$ cat config.mk
export PLATFORM = sky130hd
export DESIGN_NAME = phy_rx_fifo
export DESIGN_NICKNAME = d
export VERILOG_FILES = /design/src/rtl/phy_rx_fifo_pkg.sv /design/src/rtl/phy_fifo_mem.sv /design/src/rtl/phy_rx_fifo.sv
export SDC_FILE = /design/constraint.sdc
export NUM_CORES = 1
export LEC_CHECK = 0
export BUFFER_PORTS_ARGS = -buffer_cell sky130_fd_sc_hd__buf_2
export CORE_ASPECT_RATIO = 1.2
export CORE_MARGIN = 2
export CORE_UTILIZATION = 44
export DETAILED_ROUTE_END_ITERATION = 7
export GPL_TIMING_DRIVEN = 0
export SLEW_MARGIN = 20
export SYNTH_ARGS = -nofsm -noshare
export SYNTH_HDL_FRONTEND = slang
export SYNTH_SLANG_ARGS = --single-unit
$ cat constraint.sdc
create_clock -name clk_f -period 14.45 [get_ports clk_f]
set_clock_uncertainty 0.05 [all_clocks]
set_input_delay 1.445 -clock clk_f [delete_from_list [all_inputs] [get_ports clk_f]]
set_output_delay 1.445 -clock clk_f [all_outputs]
set_load 0.05 [all_outputs]
$ cat src/rtl/phy_rx_fifo_pkg.sv
`default_nettype none
// ============================================================================
// Module   : phy_rx_fifo_pkg
// Purpose  : Shared PHY constants (idle word, word width, FIFO depth) used by
//            the PHY transmit and receive paths, plus small helpers.
// Revision : 1.0 - initial release
// ============================================================================
package phy_rx_fifo_pkg;

    // Default PHY word width and receive FIFO depth shared by phy_tx / phy_rx
    localparam int PHY_DATA_W     = 32;
    localparam int PHY_FIFO_DEPTH = 8;

    // Line idle pattern; never stored in the receive FIFO
    localparam logic [31:0] IDLE_WORD = 32'hBCBCBCBC;

    // Saturation limit for the dropped-word counter
    localparam logic [7:0] ERR_CNT_MAX = 8'hFF;

    // Saturating increment for an 8-bit event counter
    function automatic logic [7:0] sat_inc8(input logic [7:0] value);
        return (value == ERR_CNT_MAX) ? value : value + 8'd1;
    endfunction

endpackage : phy_rx_fifo_pkg
`default_nettype wire

$ cat src/rtl/phy_fifo_mem.sv
`default_nettype none
// ============================================================================
// Module   : phy_fifo_mem
// Purpose  : DEPTH x DATA_W storage array for the PHY receive FIFO.
//            Synchronous write, asynchronous (combinational) read. The array
//            is not reset; contents are only meaningful where the FIFO
//            control logic says a word is valid.
// Revision : 1.0 - initial release
// ============================================================================
module phy_fifo_mem
    import phy_rx_fifo_pkg::*;
#(
    parameter int DATA_W = PHY_DATA_W,
    parameter int DEPTH  = PHY_FIFO_DEPTH,
    parameter int AW     = $clog2(DEPTH)
) (
    input  logic              clk,
    input  logic              wr_en,
    input  logic [AW-1:0]     wr_addr,
    input  logic [DATA_W-1:0] wr_data,
    input  logic [AW-1:0]     rd_addr,
    output logic [DATA_W-1:0] rd_data
);

    logic [DATA_W-1:0] r_mem [DEPTH];

    // Store the incoming word at the write address on an accepted push
    always_ff @(posedge clk) begin
        if (wr_en) begin
            r_mem[wr_addr] <= wr_data;
        end
    end

    // Head word is visible combinationally so the pop can register it directly
    assign rd_data = r_mem[rd_addr];

endmodule : phy_fifo_mem
`default_nettype wire

$ cat src/rtl/phy_rx_fifo.sv
`default_nettype none
// ============================================================================
// Module   : phy_rx_fifo
// Purpose  : Single-clock receive FIFO between the PHY receiver and the link
//            layer. Idle words are discarded, words arriving while full (with
//            no simultaneous pop) are dropped and flagged by a sticky
//            overflow bit. Popped words are registered onto data_out.
// Options  : PHY_RX_FIFO_ERR_CNT_EN - adds the 8-bit saturating err_count
//            port counting dropped words.
// Revision : 1.0 - initial release
// ============================================================================
module phy_rx_fifo
    import phy_rx_fifo_pkg::*;
#(
    parameter int DATA_W    = PHY_DATA_W,
    parameter int DEPTH     = PHY_FIFO_DEPTH,   // power of two, at least 4
    parameter int AF_THRESH = 6,
    parameter int AE_THRESH = 2
) (
    input  logic              clk_f,
    input  logic              reset,
    input  logic [DATA_W-1:0] data_in,
    input  logic              valid_in,
    input  logic              rd_en,
    output logic [DATA_W-1:0] data_out,
    output logic              valid_out,
    output logic              full,
    output logic              empty,
    output logic              almost_full,
    output logic              almost_empty,
    output logic              overflow
`ifdef PHY_RX_FIFO_ERR_CNT_EN
    ,
    output logic [7:0]        err_count
`endif
);

    localparam int AW = $clog2(DEPTH);
    localparam int CW = AW + 1;   // one extra bit so a full FIFO is representable

    localparam logic [CW-1:0]     C_DEPTH     = CW'(DEPTH);
    localparam logic [CW-1:0]     C_AF_THRESH = CW'(AF_THRESH);
    localparam logic [CW-1:0]     C_AE_THRESH = CW'(AE_THRESH);
    localparam logic [DATA_W-1:0] C_IDLE      = DATA_W'(IDLE_WORD);

    logic [AW-1:0]     r_wr_ptr;
    logic [AW-1:0]     r_rd_ptr;
    logic [CW-1:0]     r_count;
    logic [DATA_W-1:0] r_data_out;
    logic              r_valid_out;
    logic              r_overflow;

    logic              w_word_ok;
    logic              w_pop;
    logic              w_push;
    logic              w_drop;
    logic [DATA_W-1:0] w_head;

    // ------------------------------------------------------------------
    // Occupancy flags, purely from the registered count
    // ------------------------------------------------------------------
    assign full         = (r_count == C_DEPTH);
    assign empty        = (r_count == '0);
    assign almost_full  = (r_count >= C_AF_THRESH);
    assign almost_empty = (r_count <= C_AE_THRESH);

    // ------------------------------------------------------------------
    // Push / pop / drop decisions
    // A pop is only honoured with data present; a push into a full FIFO
    // is accepted only when the same edge frees a slot by popping.
    // ------------------------------------------------------------------
    assign w_word_ok = valid_in && (data_in != C_IDLE);
    assign w_pop     = rd_en && !empty;
    assign w_push    = w_word_ok && (!full || w_pop);
    assign w_drop    = w_word_ok && full && !w_pop;

    // ------------------------------------------------------------------
    // Storage
    // ------------------------------------------------------------------
    phy_fifo_mem #(
        .DATA_W (DATA_W),
        .DEPTH  (DEPTH),
        .AW     (AW)
    ) u_mem (
        .clk     (clk_f),
        .wr_en   (w_push && !reset),
        .wr_addr (r_wr_ptr),
        .wr_data (data_in),
        .rd_addr (r_rd_ptr),
        .rd_data (w_head)
    );

    // Advance wrapping pointers and track occupancy
    always_ff @(posedge clk_f) begin
        if (reset) begin
            r_wr_ptr <= '0;
            r_rd_ptr <= '0;
            r_count  <= '0;
        end else begin
            if (w_push) begin
                r_wr_ptr <= r_wr_ptr + AW'(1);
            end
            if (w_pop) begin
                r_rd_ptr <= r_rd_ptr + AW'(1);
            end
            case ({w_push, w_pop})
                2'b10:   r_count <= r_count + CW'(1);
                2'b01:   r_count <= r_count - CW'(1);
                default: r_count <= r_count;
            endcase
        end
    end

    // Register the head word on a pop; valid_out marks only popping cycles
    always_ff @(posedge clk_f) begin
        if (reset) begin
            r_data_out  <= '0;
            r_valid_out <= 1'b0;
        end else begin
            r_valid_out <= w_pop;
            if (w_pop) begin
                r_data_out <= w_head;
            end
        end
    end

    // Sticky record that a real word was lost to a full FIFO
    always_ff @(posedge clk_f) begin
        if (reset) begin
            r_overflow <= 1'b0;
        end else if (w_drop) begin
            r_overflow <= 1'b1;
        end
    end

    assign data_out  = r_data_out;
    assign valid_out = r_valid_out;
    assign overflow  = r_overflow;

`ifdef PHY_RX_FIFO_ERR_CNT_EN
    logic [7:0] r_err_count;

    // Count dropped words, holding at the maximum rather than wrapping
    always_ff @(posedge clk_f) begin
        if (reset) begin
            r_err_count <= '0;
        end else if (w_drop) begin
            r_err_count <= sat_inc8(r_err_count);
        end
    end

    assign err_count = r_err_count;
`endif

endmodule : phy_rx_fifo
`default_nettype wire

==> impl_table.tex <==
\begin{tabular}{lr}
\hline
Metric & Value \\
\hline
\multicolumn{2}{l}{\textbf{CTS}} \\
Bufs on Longest Clock Path & 3 \\
Resize count post-CTS & 0 \\
Number of CTS-inserted buffers & 28 \\
Post-CTS setup buffer count & 0 \\
Number of levels the H-tree was split into & 1 \\
CTS tree & yes \\
Number of hold buffers added after CTS & 0 \\
Clock latency reported for the late side of the worst-skew pair & approximately 0.55 ns \\
Clock-pin slew reported for the worst setup and hold paths after clock tree synthesis & approximately 0.07 ns \\
CTS Root Cell & clkbuf\_16 \\
Clock Sinks & 300 \\
\multicolumn{2}{l}{\textbf{Detailed routing}} \\
Drt first pass iters & 4 \\
Routed len/inst & between 20 and 25 um \\
Routed via count & about 6000 \\
Number of DRC markers after the initial detailed-route iteration & between 600 and 700 \\
Drc violations & 0 \\
Detail-routed via count per cell & around 5.6 \\
Total detailed-routing wirelength & 24900 um \\
Final antenna-violating net count & 0 \\
\multicolumn{2}{l}{\textbf{Floorplan}} \\
Vertical extent of the die & about 180 um \\
Placeable core area & $\sim$26000 um\^{}2 \\
Die boundary width & roughly 150 um \\
Number of standard-cell rows in the floorplan & 64 \\
Die ar. & between 20000 and 30000 um\^{}2 \\
Effective utilization at floorplan & between 40\% and 50\% \\
Number of I/O pins & 74 \\
\multicolumn{2}{l}{\textbf{Power}} \\
Total Power Consumption & 2.41 mW \\
Leakage power & 4.49 nW \\
Switching power as a share of total power & approximately 31\% \\
Total internal power & roughly 1.7 mW \\
Part of the total power dissipated in the clock network & roughly 32\% \\
Switching power & roughly 0.74 mW \\
Portion of total power attributed to combinational logic & 24.4\% \\
Worst voltage drop across the vdd grid & about 0.000096 V \\
Part of the power in registers & 43.2\% \\
Pwr Density & 177 nW/um\^{}2 \\
\multicolumn{2}{l}{\textbf{Outcome}} \\
Status & finished clean \\
\multicolumn{2}{l}{\textbf{Placed design}} \\
Final GP Congestion & between 0.7 and 0.8 \\
Cell Area, Placed & approximately 13000 um\^{}2 \\
Number of buffer cells added on primary ports & approximately 70 \\
HPWL reported at the end of detailed placement & $\sim$16000 um \\
\multicolumn{2}{l}{\textbf{STA}} \\
Final Hold Fails & 0 \\
Fin crit share & a little over a quarter \\
Time the worst path needs with I/O delays and setup & 3.80 ns \\
Fin. max-slew vios & 0 \\
Final TNS setup & 0 ns \\
\# setup viols final & 0 \\
Slew @ Worst Pin & between 1 and 1.5 ns \\
RSZ-0062 raised after global routing & no \\
Fmax & between 200 and 300 MHz \\
Max-slew headroom & approximately a third \\
\multicolumn{2}{l}{\textbf{Synthesis}} \\
Most used flip-flop cell after synthesis & edfxtp\_1 \\
Count of unique library cells instantiated by Yosys & 38 \\
Synthesized instance count & 575 \\
Most used standard cells in the synthesized netlist & edfxtp\_1, mux4\_2, nor2\_1 \\
Synthesized area per cell & roughly 20 um\^{}2 \\
Dominant cell type by area after synthesis & edfxtp\_1 \\
FFs w/ async S/R, synth & 0\% \\
Syn. warnings & 0 \\
Count of flip-flops with a built-in enable after synthesis & between 200 and 300 \\
Most repeated cell in the gate-level netlist after synthesis & edfxtp\_1 \\
FF+latch count, synth & 300 \\
Mapped Nets & 616 \\
Netlist area before placement & $\sim$11000 um\^{}2 \\
Sequential-to-total area share from yosys stat & about three quarters \\
Yosys top cell area share & between 60\% and 70\% \\
Synth top area cells & edfxtp\_1, mux4\_2, dfxtp\_1, mux2i\_1, a211oi\_1 \\
\multicolumn{2}{l}{\textbf{Min path}} \\
Hold depth & 2 \\
Worst Hold Launch & overflow \\
Hold Path Class & flop to flop \\
Sink of the worst hold path & overflow \\
\multicolumn{2}{l}{\textbf{GRT}} \\
Number of antenna violations at the first check in global routing & 0 \\
Number of global-route vias before repair & 6165 \\
Maximum number of pins on one net before global-route repair & 20 \\
Global router's overall resource usage & between 10\% and 20\% \\
Total congestion overflow after global routing & 0 \\
First-pass GRT wire length & roughly 38000 um \\
\multicolumn{2}{l}{\textbf{Critical path}} \\
Origin of the worst setup path & data\_in[0] \\
Maximum net fanout on the critical path & 9 \\
Type of element launching the critical path & input pin \\
Number of cell instances on the worst register-to-register path & 8 \\
Reg2reg end & u\_mem.r\_mem[0][17] \\
Reg-to-Reg Start & r\_count[0] \\
Worst setup EP type & flop \\
Worst setup path class & input pin to flop \\
Crit path required time & 14.82 ns \\
Data arrival at the endpoint of the critical path & 4.18 ns \\
Minimum setup slack among reg-to-reg paths & around 12 ns \\
\multicolumn{2}{l}{\textbf{Final layout}} \\
Area Growth Syn to Fin & 18.7\% \\
Filler cells & around 2100 \\
Antenna diode count & 0 \\
Fraction of final layout cells with drive strength greater than 1 & around a third \\
Core utilization of the finished layout & between 50\% and 60\% \\
Net count of the finished layout & between 700 and 800 \\
Final Instance Area & between 10000 and 15000 um\^{}2 \\
\multicolumn{2}{l}{\textbf{Flow run}} \\
Max-cap violations & 0 \\
\hline
\end{tabular}
## per-stage QoR
stage	std cells	setup WS [ns]	hold slack [ns]
floorplan	575	8.72	0.426
finish	1052	10.65	0.438
detailed placement	1000	10.05	0.417
global route	1052	10.52	0.463
CTS	1052	10.61	0.441
global placement	977	5.23	0.405
## routing by layer
layer / wire length [um] / share of wire [%] / GRT usage, % / up-vias
met2: 12700 / 51 / 31.3 / 154
met4: 382 / 1.5 / 4.56 / 0
li1: - / - / - / 2585
met1: 10700 / 43 / 26.4 / 3107
met5: 0 / 0 / 0 / -
met3: 1150 / 4.6 / 2.27 / 31
## layout make-up
cell class                 count  area, um^2  share of cell area [%]
tap                          330         413                    3.03
timing repair buffer          95         696                    5.10
clock buffer                  35         737                    5.40
multi-input combinational    239        2790                    20.5
sequential                   300        8570                    62.8
inverter                       4        15.0                   0.110
buffer                        32         170                    1.25
clock inverter                17         250                    1.83
## cells in the final DEF (no fill, tap or decap), types with 2 or more instances in the layout
| cell | instances |
|---|---|
| a211oi_1 | 33 |
| a21o_1 | 2 |
| a21oi_1 | 5 |
| buf_1 | 3 |
| buf_12 | 2 |
| buf_16 | 8 |
| buf_2 | 91 |
| buf_4 | 10 |
| buf_6 | 2 |
| bufinv_16 | 6 |
| clkbuf_1 | 17 |
| clkbuf_16 | 28 |
| clkinv_1 | 2 |
| clkinv_2 | 6 |
| dfxtp_1 | 44 |
| edfxtp_1 | 256 |
| ha_1 | 4 |
| inv_1 | 3 |
| mux2_4 | 3 |
| mux2i_1 | 33 |
| mux4_2 | 64 |
| nand2_1 | 7 |
| nand2b_1 | 4 |
| nand3b_1 | 2 |
| nand4b_1 | 4 |
| nand4bb_1 | 4 |
| nor2_1 | 46 |
| nor2_2 | 2 |
| nor2_4 | 6 |
| nor2b_1 | 3 |
| nor4_2 | 4 |
| xor2_1 | 2 |
## kinds of logic after synthesis
kind of cell / Yosys count / share of synthesized area, %
multiplexers: 102 / 16.1
AO/OA/AOI/OAI: 45 / 2.97
adder cells (fa/ha/maj): 5 / 0.610
AND/OR/NAND/NOR: 84 / 3.88
flip-flops: 300 / 74.6
XOR/XNOR: 3 / 0.229
buffers and inverters: 36 / 1.61
## critical path: stages
cell and delay [ns]:
buf_2 0.16, nand4bb_1 0.27, nor4_2 0.60, a21boi_2 0.21
nand2b_1 0.23, inv_2 0.08, ha_1 0.22, a21o_1 0.18
a21oi_1 0.20, nor2_1 0.08, a2bb2oi_2 0.15, mux2_1 0.34
## state kept, by name, indices dropped and copies added, names as in the netlist
name	count
data_out	32
overflow	1
r_count	4
r_rd_ptr	3
r_wr_ptr	3
u_mem.r_mem	256
valid_out	1
## power groups by stage
stage | registers [mW] | clock network, mW | logic, mW
after floorplan | 1.20 | 0 | 0.296
after global routing | 1.05 | 0.828 | 0.630
final | 1.04 | 0.780 | 0.589
after CTS | 1.04 | 0.794 | 0.598
after detailed placement | 1.06 | 0 | 0.597
after global placement | 1.06 | 0 | 0.580
## how the worst max path moves through the flow
stage	endpoint	slack (ns)
finish	r_count[3]	10.65
global route	r_count[3]	10.52
floorplan	u_mem.r_mem[0][0]	8.72
CTS	r_count[3]	10.61
detailed placement	r_count[3]	10.05
global placement	u_mem.r_mem[1][16]	5.23
Power figures use the tool's default switching activity.
